$ cat src/rtl/serdesphy_ana_loop_filter_pkg.sv
// -----------------------------------------------------------------------------
// serdesphy_ana_loop_filter_pkg
// Shared PLL definitions: lock FSM state encodings and the default gain and
// lock constants used by the loop filter and by the PLL top.
// -----------------------------------------------------------------------------
package serdesphy_ana_loop_filter_pkg;

   // Lock FSM state encodings
   localparam logic [1:0] ST_IDLE   = 2'd0;
   localparam logic [1:0] ST_ACQ    = 2'd1;
   localparam logic [1:0] ST_LOCKED = 2'd2;

   // Default filter gains and widths
   localparam int         DEF_CODE_W     = 8;
   localparam int         DEF_INT_W      = 16;
   localparam int         DEF_KI_SHIFT   = 4;
   localparam int         DEF_KP         = 2;
   localparam logic [7:0] DEF_RESET_CODE = 8'h80;

   // Default lock detector constants
   localparam int         DEF_LOCK_WIN   = 64;
   localparam int         DEF_LOCK_TOL   = 4;
   localparam int         DEF_LOCK_GOOD  = 4;

endpackage

$ cat src/rtl/serdesphy_sync2.sv
// -----------------------------------------------------------------------------
// serdesphy_sync2
// Two-flop synchroniser for a single asynchronous level.
// Ports:
//   clk  - destination clock
//   rst  - synchronous active-high reset (clears both flops)
//   d_i  - asynchronous input level
//   q_o  - synchronised level, two edges after capture
// -----------------------------------------------------------------------------
module serdesphy_sync2 (
   input  logic clk,
   input  logic rst,
   input  logic d_i,
   output logic q_o
);

   logic meta_q;
   logic sync_q;

   always_ff @(posedge clk) begin
      if (rst) begin
         meta_q <= 1'b0;
         sync_q <= 1'b0;
      end else begin
         meta_q <= d_i;
         sync_q <= meta_q;
      end
   end

   assign q_o = sync_q;

endmodule

$ cat src/rtl/serdesphy_ana_loop_filter.sv
// -----------------------------------------------------------------------------
// serdesphy_ana_loop_filter
// Digital charge pump + proportional/integral loop filter behind the PFD,
// producing a saturating VCO control code and a windowed lock indicator.
// Ports:
//   clk        - filter clock
//   rst        - synchronous active-high reset
//   enable     - filter enable; low freezes the code and drops lock
//   up_pulse   - PFD UP request (asynchronous)
//   down_pulse - PFD DOWN request (asynchronous)
//   vctrl_code - registered VCO control code
//   sat_hi     - registered, code is all-ones
//   sat_lo     - registered, code is zero
//   lock       - registered lock indicator
// -----------------------------------------------------------------------------
module serdesphy_ana_loop_filter
   import serdesphy_ana_loop_filter_pkg::*;
#(
   parameter int                CODE_W     = DEF_CODE_W,
   parameter int                INT_W      = DEF_INT_W,
   parameter int                KI_SHIFT   = DEF_KI_SHIFT,
   parameter int                KP         = DEF_KP,
   parameter logic [CODE_W-1:0] RESET_CODE = CODE_W'(DEF_RESET_CODE),
   parameter int                LOCK_WIN   = DEF_LOCK_WIN,
   parameter int                LOCK_TOL   = DEF_LOCK_TOL,
   parameter int                LOCK_GOOD  = DEF_LOCK_GOOD
)(
   input  logic              clk,
   input  logic              rst,
   input  logic              enable,
   input  logic              up_pulse,
   input  logic              down_pulse,
   output logic [CODE_W-1:0] vctrl_code,
   output logic              sat_hi,
   output logic              sat_lo,
   output logic              lock
);

   localparam int ACC_EXT_W  = INT_W + 2;
   localparam int CODE_EXT_W = CODE_W + 2;
   localparam int WIN_W      = $clog2(LOCK_WIN);
   localparam int ERR_W      = $clog2(LOCK_WIN + 1);
   localparam int GOOD_W     = $clog2(LOCK_GOOD + 1);

   localparam logic [INT_W-1:0]            ACC_RESET = {RESET_CODE, {(INT_W-CODE_W){1'b0}}};
   localparam logic signed [ACC_EXT_W-1:0] ACC_MAX   = ACC_EXT_W'({INT_W{1'b1}});
   localparam logic signed [CODE_EXT_W-1:0] CODE_MAX = CODE_EXT_W'({CODE_W{1'b1}});

   // Clamp the widened integrator sum into [0, 2^INT_W-1]
   function automatic logic [INT_W-1:0] sat_acc(input logic signed [ACC_EXT_W-1:0] v);
      if (v < 0)            sat_acc = '0;
      else if (v > ACC_MAX) sat_acc = '1;
      else                  sat_acc = v[INT_W-1:0];
   endfunction

   // Clamp the widened output code into [0, 2^CODE_W-1]
   function automatic logic [CODE_W-1:0] sat_code(input logic signed [CODE_EXT_W-1:0] v);
      if (v < 0)             sat_code = '0;
      else if (v > CODE_MAX) sat_code = '1;
      else                   sat_code = v[CODE_W-1:0];
   endfunction

   logic                          up_s, dn_s;
   logic signed [1:0]             err_e;
   logic                          err_active;
   logic signed [ACC_EXT_W-1:0]   acc_sum;
   logic signed [CODE_EXT_W-1:0]  kick, code_raw;
   logic [INT_W-1:0]              acc_q, acc_d;
   logic [CODE_W-1:0]             code_q, code_d;
   logic                          sat_hi_q, sat_lo_q, lock_q, lock_d;
   logic [1:0]                    state_q, state_d;
   logic [WIN_W-1:0]              win_q, win_d;
   logic [ERR_W-1:0]              errc_q, errc_d, err_total;
   logic [GOOD_W-1:0]             good_q, good_d, good_inc;
   logic                          win_end, win_good;

   // Stage boundary: asynchronous PFD levels into the clk domain
   serdesphy_sync2 u_sync_up (.clk(clk), .rst(rst), .d_i(up_pulse),   .q_o(up_s));
   serdesphy_sync2 u_sync_dn (.clk(clk), .rst(rst), .d_i(down_pulse), .q_o(dn_s));

   always_comb begin
      err_e = 2'sd0;
      if (enable && up_s && !dn_s)      err_e = 2'sd1;
      else if (enable && dn_s && !up_s) err_e = -2'sd1;
   end
   assign err_active = (err_e != 2'sd0);

   // Integral path uses the widened sum so over/underflow is seen before clamping
   assign acc_sum  = $signed({2'b00, acc_q}) + (ACC_EXT_W'(err_e) <<< KI_SHIFT);
   assign acc_d    = sat_acc(acc_sum);

   // Proportional kick rides on the current integrator MSBs, not the updated ones
   assign kick     = CODE_EXT_W'(err_e) * CODE_EXT_W'(KP);
   assign code_raw = $signed({2'b00, acc_q[INT_W-1 -: CODE_W]}) + kick;
   assign code_d   = sat_code(code_raw);

   // Lock detector: the current cycle's error is folded into the window verdict
   assign win_end   = (win_q == WIN_W'(LOCK_WIN - 1));
   assign err_total = errc_q + ERR_W'(err_active);
   assign win_good  = (err_total <= ERR_W'(LOCK_TOL));
   assign good_inc  = good_q + GOOD_W'(1);

   always_comb begin
      state_d = state_q;
      win_d   = win_q;
      errc_d  = errc_q;
      good_d  = good_q;
      if (!enable) begin
         state_d = ST_IDLE;
         win_d   = '0;
         errc_d  = '0;
         good_d  = '0;
      end else begin
         case (state_q)
            ST_IDLE: begin
               state_d = ST_ACQ;
               win_d   = '0;
               errc_d  = '0;
               good_d  = '0;
            end
            ST_ACQ, ST_LOCKED: begin
               if (win_end) begin
                  win_d  = '0;
                  errc_d = '0;
                  if (!win_good) begin
                     good_d  = '0;
                     state_d = ST_ACQ;
                  end else if (state_q == ST_ACQ) begin
                     good_d = good_inc;
                     if (good_inc == GOOD_W'(LOCK_GOOD)) state_d = ST_LOCKED;
                  end
               end else begin
                  win_d  = win_q + WIN_W'(1);
                  errc_d = err_total;
               end
            end
            default: begin
               state_d = ST_IDLE;
               win_d   = '0;
               errc_d  = '0;
               good_d  = '0;
            end
         endcase
      end
   end
   assign lock_d = (state_d == ST_LOCKED);

   // Stage boundary: integrator, output code and lock state registers
   always_ff @(posedge clk) begin
      if (rst) begin
         acc_q    <= ACC_RESET;
         code_q   <= RESET_CODE;
         sat_hi_q <= (RESET_CODE == '1);
         sat_lo_q <= (RESET_CODE == '0);
         state_q  <= ST_IDLE;
         win_q    <= '0;
         errc_q   <= '0;
         good_q   <= '0;
         lock_q   <= 1'b0;
      end else begin
         if (enable) begin
            acc_q    <= acc_d;
            code_q   <= code_d;
            sat_hi_q <= (code_d == '1);
            sat_lo_q <= (code_d == '0);
         end
         state_q <= state_d;
         win_q   <= win_d;
         errc_q  <= errc_d;
         good_q  <= good_d;
         lock_q  <= lock_d;
      end
   end

   assign vctrl_code = code_q;
   assign sat_hi     = sat_hi_q;
   assign sat_lo     = sat_lo_q;
   assign lock       = lock_q;

endmodule

$ cat config.mk
export PLATFORM = sky130hd
export DESIGN_NAME = serdesphy_ana_loop_filter
export DESIGN_NICKNAME = d
export VERILOG_FILES = /design/src/rtl/serdesphy_ana_loop_filter_pkg.sv /design/src/rtl/serdesphy_sync2.sv /design/src/rtl/serdesphy_ana_loop_filter.sv
export SDC_FILE = /design/constraint.sdc
export NUM_CORES = 1
export LEC_CHECK = 0
export ABC_CLOCK_PERIOD_IN_PS = 4700
export BUFFER_PORTS_ARGS = -buffer_cell sky130_fd_sc_hd__buf_4
export CAP_MARGIN = 20
export CORE_UTILIZATION = 61
export CTS_CLUSTER_SIZE = 40
export DETAILED_ROUTE_END_ITERATION = 8
export GPL_ROUTABILITY_DRIVEN = 0
export MAX_ROUTING_LAYER = met4
export PLACE_DENSITY = 0.83
export RECOVER_POWER = 50
export SYNTH_ARGS = -nofsm -noshare
export SYNTH_HDL_FRONTEND = slang
export SYNTH_SLANG_ARGS = --single-unit
$ cat constraint.sdc
create_clock -name clk -period 4.7 [get_ports clk]
set_input_delay 0.235 -clock clk [delete_from_list [all_inputs] [get_ports clk]]
set_output_delay 0.235 -clock clk [all_outputs]
set_load 0.005 [all_outputs]
# [Yosys cells after proc, flatten, opt, wreduce, memory -nomap -nowiden]
# Cells that the tools add are included.
[totals] ff_bits=49 latchBits=0 ramBits=0 romBits=0 out_inout_bits=11 elab_cells=59 n_memories=0
[classes] addsub=5 mul=0 div_mod_pow=0 n_lt_le_gt_ge=5 n_eq_ne=7 shift=0 mux=14 bitwise_logic=2 n_reduce_logical=13
[op_table] op="two-way mux 16 bit" n=2
[op_table] op="adder 17 x 6 -> 18 bit" n=1
[op_table] op="greater-than comparator 18 x 17 -> 1 bit (second input constant)" n=1
[op_table] op="< comparator 18 x 1 -> 1 bit (second input constant)" n=1
[op_table] op="two-way mux 8 bit" n=2
[op_table] op="two-way mux 2 bit" n=7
[op_table] op="adder 9 x 3 -> 10 bit" n=1
[op_table] op="greater-than comparator 10 x 9 -> 1 bit (second input constant)" n=1
[op_table] op="< comparator 10 x 1 -> 1 bit (second input constant)" n=1
[op_table] op="equality test 8 bit (second input constant)" n=1
[op_table] op="zero test 8 bit" n=1
[op_table] op="adder 7 x 1 -> 7 bit" n=1
[op_table] op="less-or-equal comparator 7 x 3 -> 1 bit (second input constant)" n=1
[op_table] op="adder 6 x 1 -> 6 bit (second input constant)" n=1
[op_table] op="equality test 6 bit (second input constant)" n=1
[op_table] op="two-way mux 3 bit" n=2
[op_table] op="equality test 2 bit (second input constant)" n=2
[op_table] op="logical AND 1 bit" n=4
[op_table] op="one-hot mux 2 bit (2 select lines)" n=1
[op_table] op="OR reduction 4 bit" n=1
[op_table] op="adder 3 x 1 -> 3 bit (second input constant)" n=1
[op_table] op="equality test 3 bit (second input constant)" n=1
[op_table] op="OR reduction 3 bit" n=1
[op_table] op="equality test 2 x 1 -> 1 bit (second input constant)" n=1
[op_table] op="7 further kinds" n=9

# [Depth between registers and ports, before layout]
# Gate-level depths: netlist (run 1).
[depth] depth_word=12 mapped_depth=13

# [By module]
# A second synthesis (run 1) with hierarchy kept.
[hier_totals] cells_unflattened=345 hier_area_um2=2816.5
[modules_own_cells] mod="serdesphy_ana_loop_filter" instances=1 cells_each=337 area_per_inst_um2=2711.4
[modules_own_cells] mod="serdesphy_sync2" instances=2 cells_each=4 area_per_inst_um2=52.6

# [Least setup slack after synthesis (run 1)]
# Ideal clock, no wire load.
[synth_path] path_kind="reg2reg" start="register u_sync_up.sync_q, in the netlist u_sync_up.q_o" end="register sat_hi_q, in the netlist sat_hi" setup_ps=117 t_arrival_ps=3204 setup_slack_ps=1379 stages_incl_launch_ff=12 path_buffers=1 synth_period_minus_slack_ps=3321 path_cell_list="dfxtp_1 -> nand3b_1 -> clkinv_1 -> ha_1 -> buf_4 -> nand2b_1 -> a21oi_1 -> a41oi_1 -> nor3b_1 -> a21oi_1 -> o41ai_1 -> a32o_1"
[synth_between] elab_chain_cells=9 elab_cells_between_ends=12 classes_between="add/sub: 1; order compare: 2; eq/ne: 1; mux: 4; reduce/logical: 4"
[synth_lines] item="start, declared" line="serdesphy_sync2.sv:18" rtl="logic sync_q;"
[synth_lines] item="start signal, assigned" line="serdesphy_sync2.sv:26" rtl="sync_q <= meta_q;"
[synth_lines] item="zero test 1 bit" line="serdesphy_ana_loop_filter.sv:84" rtl="else if (enable && dn_s && !up_s) err_e = -2'sd1;"
[synth_lines] item="logical AND 1 bit" line="serdesphy_ana_loop_filter.sv:84"
[synth_lines] item="two-way mux 2 bit" line="serdesphy_ana_loop_filter.sv:84"
[synth_lines] item="two-way mux 2 bit (*)" line="serdesphy_ana_loop_filter.sv:83" rtl="if (enable && up_s && !dn_s) err_e = 2'sd1;"
[synth_lines] item="adder 9 x 3 -> 10 bit (*)" line="serdesphy_ana_loop_filter.sv:94" rtl="assign code_raw = $signed({2'b00, acc_q[INT_W-1 -: CODE_W]}) + kick;"
[synth_lines] item="greater-than comparator 10 x 9 -> 1 bit" line="serdesphy_ana_loop_filter.sv:59" rtl="else if (v > CODE_MAX) sat_code = '1;"
[synth_lines] item="two-way mux 8 bit" line="serdesphy_ana_loop_filter.sv:59"
[synth_lines] item="two-way mux 8 bit (*)" line="serdesphy_ana_loop_filter.sv:58" rtl="if (v < 0) sat_code = '0;"
[synth_lines] item="equality test 8 bit (*)" line="serdesphy_ana_loop_filter.sv:164" rtl="sat_hi_q <= (code_d == '1);"
[synth_lines] item="end signal, assigned" line="serdesphy_ana_loop_filter.sv:153" rtl="sat_hi_q <= (RESET_CODE == '1);"
[synth_lines] item="end signal, assigned" line="serdesphy_ana_loop_filter.sv:164"
[synth_lines] item="end, declared" line="serdesphy_ana_loop_filter.sv:70" rtl="logic sat_hi_q, sat_lo_q, lock_q, lock_d;"
# Mark *: on every way between the ends. The rest lies on a longest branch, timed or not.
# A chain may end at the register's enable or synchronous reset.

# [Final worst setup path (run 1)]
[layout_path] start="register u_sync_up.sync_q, in the netlist u_sync_up.q_o" end="register acc_q[6]"
[layout_between] elab_chain_cells=8 elab_cells_between_ends=11 classes_between="add/sub: 1; order compare: 2; mux: 4; reduce/logical: 4"
[layout_lines] item="zero test 1 bit" line="serdesphy_ana_loop_filter.sv:84"
[layout_lines] item="logical AND 1 bit" line="serdesphy_ana_loop_filter.sv:84"
[layout_lines] item="two-way mux 2 bit" line="serdesphy_ana_loop_filter.sv:84"
[layout_lines] item="two-way mux 2 bit (*)" line="serdesphy_ana_loop_filter.sv:83"
[layout_lines] item="adder 17 x 6 -> 18 bit (*)" line="serdesphy_ana_loop_filter.sv:89" rtl="assign acc_sum = $signed({2'b00, acc_q}) + (ACC_EXT_W'(err_e) <<< KI_SHIFT);"
[layout_lines] item="greater-than comparator 18 x 17 -> 1 bit" line="serdesphy_ana_loop_filter.sv:52" rtl="else if (v > ACC_MAX) sat_acc = '1;"
[layout_lines] item="two-way mux 16 bit" line="serdesphy_ana_loop_filter.sv:52"
[layout_lines] item="two-way mux 16 bit (*)" line="serdesphy_ana_loop_filter.sv:51" rtl="if (v < 0) sat_acc = '0;"
[layout_lines] item="end signal, assigned" line="serdesphy_ana_loop_filter.sv:151" rtl="acc_q <= ACC_RESET;"
[layout_lines] item="end signal, assigned" line="serdesphy_ana_loop_filter.sv:162" rtl="acc_q <= acc_d;"
[layout_lines] item="end, declared" line="serdesphy_ana_loop_filter.sv:68" rtl="logic [INT_W-1:0] acc_q, acc_d;"
# Marked as above.

==> summary.md, run 1 <==
| Metric | Value |
|---|---|
| Hold Vio Cnt, Final | `0` |
| Met2 GRT Util | `42.3%` |
| Cell area after synthesis | `2900 µm²` |
| Reg power frac | `49.1%` |
| Hold-critical path depth | `2` |
| Worst hold path class | `in -> reg` |
| Final WL | `5.90 mm` |
| Critical Path Fanout Max | `18` |
| Placement Rows | `24` |
| Final period util | `75.0%` |
| Post-synth EDFFs | `0` |
| Die W | `70.9 µm` |
| Clock tree root buffer cell | `clkbuf_8` |
| RSZ-0062 raised after global routing | `false` |
| Antenna violations before repair | `0` |
| Yosys cell types | `59` |
| Fin. max-slew vios | `0` |
| Detail Route Antenna Nets | `0` |
| Drt drc | `0` |
| Top_reg_cell synth | `dfxtp_1` |
| Cell count of the worst reg-to-reg path | `11` |
| Area grow syn2layout | `7.90%` |
| Clock sinks | `45` |
| Sw Share | `26.7%` |
| Core ar. | `4470 µm²` |
| Gr ovfl total | `0` |
| Commonest non-fill, non-tap cell in the layout | `dfxtp_1` |
| Multi-input gate area | `1850 µm²` |
| Hold Buf Count CTS | `0` |
| Min cycle time layout | `3530 ps` |
| Total CTS buffers | `5` |
| Diodes inserted | `0` |
| Final core utilization | `69.9%` |
| Clock power share | `38.0%` |
| MaxCap Viol Count | `0` |
| CP arrival | `3750 ps` |
| Largest net degree at the start of global routing | `19` |
| GR peak layer | `met2` |
| Share of cells above drive strength 1 | `8.94%` |
| Storage element area | `901 µm²` |
| GRT Overall Usage | `25.9%` |
| H-tree Lvls | `2` |
| Peak VDD IR | `0.198 mV` |
| Routed vias | `2497` |
| DRT Pass-1 Iters | `7` |
| Longest Clk Path Bufs | `2` |
| CP endpoint kind | `flip-flop` |
| Final worst slack | `1170 ps` |
| Wire per inst | `14.4 µm` |
| Worst Skew | `12.3 ps` |
| Cell taking the most area after synthesis | `dfxtp_1` |
| Worst rel slew slack | `48.7%` |
| Internal power | `599 µW` |
| Vias per cell | `6.09` |
| Max Fclk | `284 MHz` |
| Async set or reset register ratio after synthesis | `0%` |
| Most frequent cells in the layout | `dfxtp_1, nor2_1, a21oi_1` |
| PortBufs | `15` |
| Worst-Skew Late Latency | `310 ps` |
| Final setup TNS | `0 ps` |
| Register bit total from synthesis | `45` |
| Setup CP Type | `reg -> reg` |
| Resized Gates After CTS | `0` |
| DIE HEIGHT | `70.9 µm` |
| R2r setup slk | `1170 ps` |
| Initial Utilization | `64.8%` |
| Syn nets | `376` |
| Top-area cell type share of the netlist area | `31.1%` |
| Fill cells | `354` |
| Run status | `completed` |
| Final setup viols | `0` |
| Syn Area/Cell | `8.35 µm²` |
| Slew @ Worst Pin | `770 ps` |
| I/O pins | `16` |
| # Post-CTS Setup Buffers | `0` |
| Vias in the first global route | `2303` |
| Yosys warns | `0` |
| Met1 Use GR | `32.6%` |
| Sequential element share of the synthesized area | `31.1%` |
| DP Wirelength | `4.36 mm` |
| Worst endpoint required time | `4930 ps` |
| Synthesized instance count | `347` |
| Combinational power share | `12.9%` |
| Startpoint types | `flip-flop` |
| Die ar. | `5030 µm²` |
| P_sw | `219 µW` |
| PwrDens | `261 nW/µm²` |
| Top post-synthesis cells by area | `dfxtp_1, ha_1, xnor2_1` |
| Met3 Usage GRT | `3.56%` |
| Pre-CTS setup slack | `1210 ps` |
| Clock-pin slew on the worst setup and hold paths | `90 ps` |
| Nets@finish | `386` |
| CTS tree | `built` |
| First-pass GRT wire length | `10.1 mm` |
| DR iter-0 viols | `194` |
| Leak pwr | `1.30 nW` |
==> Yosys cell counts (3+ instances only) <==
cell type,count
inv_1,17
nand2b_1,3
nor2b_1,9
and3_1,7
a211oi_1,4
nand2_1,22
a31oi_1,3
o21a_1,3
or3_1,4
o311ai_0,3
ha_1,22
o22ai_1,3
o211ai_1,6
a21oi_1,25
nand4_1,4
clkbuf_1,8
and2_1,4
o21ai_0,21
nor3_1,5
nand3_1,11
nor2_1,34
a21o_1,9
nor4_1,3
buf_4,5
dfxtp_1,45
xnor2_1,21
xor2_1,8
==> stage by stage <==
stage | std cells | hold WS, ps | instance area (µm²) | power, mW
after floorplan | 347 | 363 | 2900 | 0.488
after global placement | 401 | 416 | 3010 | 0.512
after detailed placement | 401 | 429 | 3010 | 0.515
after CTS | 409 | 131 | 3120 | 0.819
after global routing | 410 | 165 | 3130 | 0.851
final | 410 | 133 | 3130 | 0.818
==> state kept, by name (all words and copies together) (netlist names) <==
signal / flops
good_q: 3
errc_q: 7
acc_q: 12
sat_hi: 1
u_sync_dn.q_o: 1
lock: 1
u_sync_up.meta_q: 1
u_sync_up.q_o: 1
vctrl_code: 8
u_sync_dn.meta_q: 1
win_q: 6
sat_lo: 1
state_q: 2
==> metal layers <==
| layer | share of wire [%] | vias up |
|---|---|---|
| met5 | 0 | - |
| li1 | - | 1263 |
| met3 | 5.9 | 12 |
| met2 | 45 | 76 |
| met1 | 48 | 1146 |
| met4 | 1.5 | 0 |
==> final cells by class <==
cell class | instances | share of cell area [%]
Multi-Input combinational cell | 269 | 59.0
Clock buffer | 5 | 2.20
Timing Repair Buffer | 18 | 4.20
Sequential cell | 45 | 28.8
Inverter | 18 | 2.16
Tap cell | 52 | 2.08
Clock inverter | 3 | 1.52
==> worst max-delay path, cell delays in order (launching register included) <==
cell and delay, ps:
dfxtp_1 360, nand3b_1 110, buf_4 210, clkinv_1 80, buf_4 220, ha_1 590, and3_1 380, o21ai_0 130
a222oi_1 610, nor3b_4 400, nor2_2 100, a311oi_2 250
==> power groups by stage <==
stage / registers (mW) / clock network (mW) / logic, mW
final: 0.401 / 0.310 / 0.106
after global routing: 0.403 / 0.330 / 0.118
after CTS: 0.401 / 0.312 / 0.106
after detailed placement: 0.410 / 0 / 0.104
after global placement: 0.410 / 0 / 0.102
after floorplan: 0.408 / 0 / 0.0796
==> final timing paths <==
path	start	to
max	u_sync_up.q_o$_SDFF_PP0_	acc_q[6]$_SDFFE_PP0P_
min	up_pulse	u_sync_up.meta_q$_SDFF_PP0_
max reg2reg	u_sync_up.q_o$_SDFF_PP0_	acc_q[6]$_SDFFE_PP0P_
min reg2reg	u_sync_dn.meta_q$_SDFF_PP0_	u_sync_dn.q_o$_SDFF_PP0_
==> logic make-up after synthesis <==
family / Yosys count / share of synthesized area [%]
multiplexers: 1 / 0.345
AND/OR/NAND/NOR: 117 / 20.8
buffers and inverters: 33 / 5.22
AO/OA/AOI/OAI: 97 / 22.6
XOR/XNOR: 29 / 8.77
adder cells (fa/ha/maj): 25 / 11.2
flip-flops: 45 / 31.1
Power figures use the tool's default switching activity.
==> run 2: changes to the inputs <==
--- a/config.mk
+++ b/config.mk
@@ -5,15 +5,15 @@
 export SDC_FILE = /design/constraint.sdc
 export NUM_CORES = 1
 export LEC_CHECK = 0
-export ABC_CLOCK_PERIOD_IN_PS = 4700
+export ABC_CLOCK_PERIOD_IN_PS = 3200
 export BUFFER_PORTS_ARGS = -buffer_cell sky130_fd_sc_hd__buf_4
 export CAP_MARGIN = 20
-export CORE_UTILIZATION = 61
+export CORE_UTILIZATION = 55
 export CTS_CLUSTER_SIZE = 40
 export DETAILED_ROUTE_END_ITERATION = 8
 export GPL_ROUTABILITY_DRIVEN = 0
 export MAX_ROUTING_LAYER = met4
-export PLACE_DENSITY = 0.83
+export PLACE_DENSITY = 0.79
 export RECOVER_POWER = 50
 export SYNTH_ARGS = -nofsm -noshare
 export SYNTH_HDL_FRONTEND = slang
==> constraint.sdc (replaced) <==
create_clock -name clk -period 3.2 [get_ports clk]
set_input_delay 0.16 -clock clk [delete_from_list [all_inputs] [get_ports clk]]
set_output_delay 0.16 -clock clk [all_outputs]
set_load 0.005 [all_outputs]
==> summary.md, run 2 (synthesized netlist as in run 1, its figures left out) <==
| Metric | Value |
|---|---|
| Cell count of the worst reg-to-reg path | `14 (+3)` |
| Peak VDD IR | `0.237 mV (+20%)` |
| CTS tree | `built` |
| Worst Hold Path EP | `u_sync_dn.meta_q$_SDFF_PP0_` |
| Placement Rows | `26 (+8.3%)` |
| Final setup viols | `0 (unchanged)` |
| Fin. max-slew vios | `0 (unchanged)` |
| Clock-pin slew on the worst setup and hold paths | `100 ps (about the same)` |
| Clock sinks | `45 (unchanged)` |
| Final setup TNS | `0 ps (unchanged)` |
| Worst hold start | `down_pulse` |
| DR iter-0 viols | `183 (-5.7%)` |
| H-tree Lvls | `2 (unchanged)` |
| Nets@finish | `401 (+3.9%)` |
| Sw Share | `27.1% (+0.31 points)` |
| Final period util | `96.5% (+22 points)` |
| Critical Path Fanout Max | `5 (-13)` |
| Slowest stage delay, CP | `360 ps (-250 ps)` |
| Drt drc | `0 (unchanged)` |
| Final WL | `6.33 mm (+7.4%)` |
| Run status | `completed` |
| Max Fclk | `324 MHz (+14%)` |
| CP endpoint kind | `flip-flop` |
| Wire per inst | `14.3 µm (-0.64%)` |
| Internal power | `887 µW (+48%)` |
| First-pass GRT wire length | `9.94 mm (-1.2%)` |
| PwrDens | `371 nW/µm² (+42%)` |
| I/O pins | `16 (unchanged)` |
| Crit path buf inv count | `3 (unchanged)` |
| MaxCap Viol Count | `0 (unchanged)` |
| DP Wirelength | `4.69 mm (+7.6%)` |
| Initial Utilization | `57.1% (-7.7 points)` |
| CP arrival | `3330 ps (-420 ps)` |
| Share of cells above drive strength 1 | `13.7% (+4.7 points)` |
| Slew @ Worst Pin | `611 ps (-159 ps)` |
| Hold Vio Cnt, Final | `0 (unchanged)` |
| Routed vias | `2600 (+4.1%)` |
| Total Power | `1.22 mW (+49%)` |
| Die ar. | `5560 µm² (+11%)` |
| Worst R2R End | `acc_q[12]$_SDFFE_PP0P_` |
| Startpoint types | `flip-flop` |
| Area grow syn2layout | `13.0%` |
| Worst path slowest cell | `a222oi_1` |
| Fill cells | `468 (+32%)` |
| GRT Overall Usage | `24.4% (-1.6 points)` |
| Commonest non-fill, non-tap cell in the layout | `dfxtp_1` |
| Vias per cell | `5.87 (-3.6%)` |
| R2r setup slk | `110 ps (-1060 ps)` |
| Vias in the first global route | `2216 (-3.8%)` |
| Detail Route Antenna Nets | `0 (unchanged)` |
| Die W | `74.6 µm (+5.2%)` |
| Largest Register | `acc_q` |
| Worst hold path class | `in -> reg` |
| Min cycle time layout | `3090 ps (-437 ps)` |
| Combinational power share | `13.6% (+0.7 points)` |
| Launching point of the worst reg2reg path | `u_sync_dn.q_o$_SDFF_PP0_` |
| Hold-critical path depth | `2 (unchanged)` |
| Gr ovfl total | `0 (unchanged)` |
| DIE HEIGHT | `74.6 µm (+5.2%)` |
| Longest Clk Path Bufs | `2 (unchanged)` |
| Crit. Startpoint | `u_sync_dn.q_o$_SDFF_PP0_` |
| P_sw | `329 µW (+50%)` |
| Worst rel slew slack | `58.8% (+10 points)` |
| Antenna violations before repair | `0 (unchanged)` |
| Setup CP Type | `reg -> reg` |
| Worst-Skew Late Latency | `310 ps (about the same)` |
| Reg power frac | `48.5% (-0.6 points)` |
| Most frequent cells in the layout | `dfxtp_1, nor2_1, a21oi_1` |
| Largest net degree at the start of global routing | `18 (-1)` |
| Critical path, cell by cell | `xnor2_1 > nor2_2 > ha_2 > inv_1 > fa_2 > and2b_1 > o31a_2 > o22ai_1 > a222oi_1 > buf_4 > nor3b_4 > buf_4 > o211ai_1 > o211ai_1` |
| Hold Buf Count CTS | `0 (unchanged)` |
| Worst Skew | `8.75 ps (-3.54 ps)` |
| CP delay by family, top | `compound AO/OA/AOI/OAI gates` |
| DRT Pass-1 Iters | `5 (-2)` |
| Leak pwr | `1.39 nW (+6.3%)` |
| Clock tree root buffer cell | `clkbuf_8` |
| Core ar. | `5070 µm² (+13%)` |
| PortBufs | `15 (unchanged)` |
| Diodes inserted | `0 (unchanged)` |
| Total CTS buffers | `5 (unchanged)` |
| Clock power share | `37.8% (-0.2 points)` |
| Worst endpoint required time | `3440 ps (-1490 ps)` |
| Max reg flops | `12 (unchanged)` |
[run 2: repair_timing]
action	4_1_cts	5_1_grt
gates resized for setup	0	5
setup endpoints to repair	0	14
setup buffers	0	6
[run 2: layout make-up]
cell class / count / area (µm²) / area share (%)
clock inverters: 3 / 47.5 / 1.45
well taps: 70 / 87.6 / 2.67
repair buffers: 33 / 240 / 7.34
multi-input cells: 269 / 1860 / 56.8
clock buffers: 5 / 68.8 / 2.10
flip-flops and latches: 45 / 901 / 27.5
inverters: 18 / 70.1 / 2.14
[run 2: per-stage QoR]
step | cells | hold slack (ps) | util, % | cell area [µm²] | worst slack [ps]
floorplan | 347 | 288 | - | 2900 | 126
global placement | 429 | 373 | 61.2 | 3110 | 171
detailed placement | 429 | 379 | 61.2 | 3110 | 121
CTS | 437 | 55.5 | 63.5 | 3220 | 88.0
global route | 443 | 80.7 | 64.5 | 3270 | -41.8
finish | 443 | 56.2 | 64.5 | 3270 | 111
[run 2: worst max path at each step]
stage / to / slack, ps / depth (start not counted)
final: acc_q[12]$_SDFFE_PP0P_ / 110 / 14
after global routing: acc_q[12]$_SDFFE_PP0P_ / -40 / 14
after CTS: acc_q[8]$_SDFFE_PP0P_ / 90 / 13
after detailed placement: acc_q[8]$_SDFFE_PP0P_ / 120 / 13
after global placement: acc_q[6]$_SDFFE_PP0P_ / 170 / 13
after floorplan: sat_hi$_SDFFE_PP0P_ / 130 / 11
[run 2: worst register-to-register path: stages, from the launching register on]
cell and delay, ps:
dfxtp_1 330, xnor2_1 150, nor2_2 200, ha_2 220, inv_1 60, fa_2 340, and2b_1 230, o31a_2 160
o22ai_1 90, a222oi_1 360, buf_4 200, nor3b_4 290, buf_4 160, o211ai_1 110, o211ai_1 120
[run 2: power groups by stage]
stage               logic, mW  registers (mW)  clock network (mW)
floorplan               0.117           0.600                   0
global placement        0.158           0.602                   0
detailed placement      0.162           0.603                   0
CTS                     0.163           0.590               0.466
global route            0.184           0.592               0.488
finish                  0.166           0.590               0.460
[run 2: per-layer routing]
metal | routed length (µm) | vias to the layer above | global-route usage, % | share of wire, %
li1 | - | 1287 | - | -
met1 | 2900 | 1220 | 30.2 | 46
met2 | 2980 | 82 | 39.2 | 47
met3 | 341 | 11 | 5.28 | 5.4
met4 | 110 | 0 | 8.18 | 1.7
met5 | 0 | - | - | 0
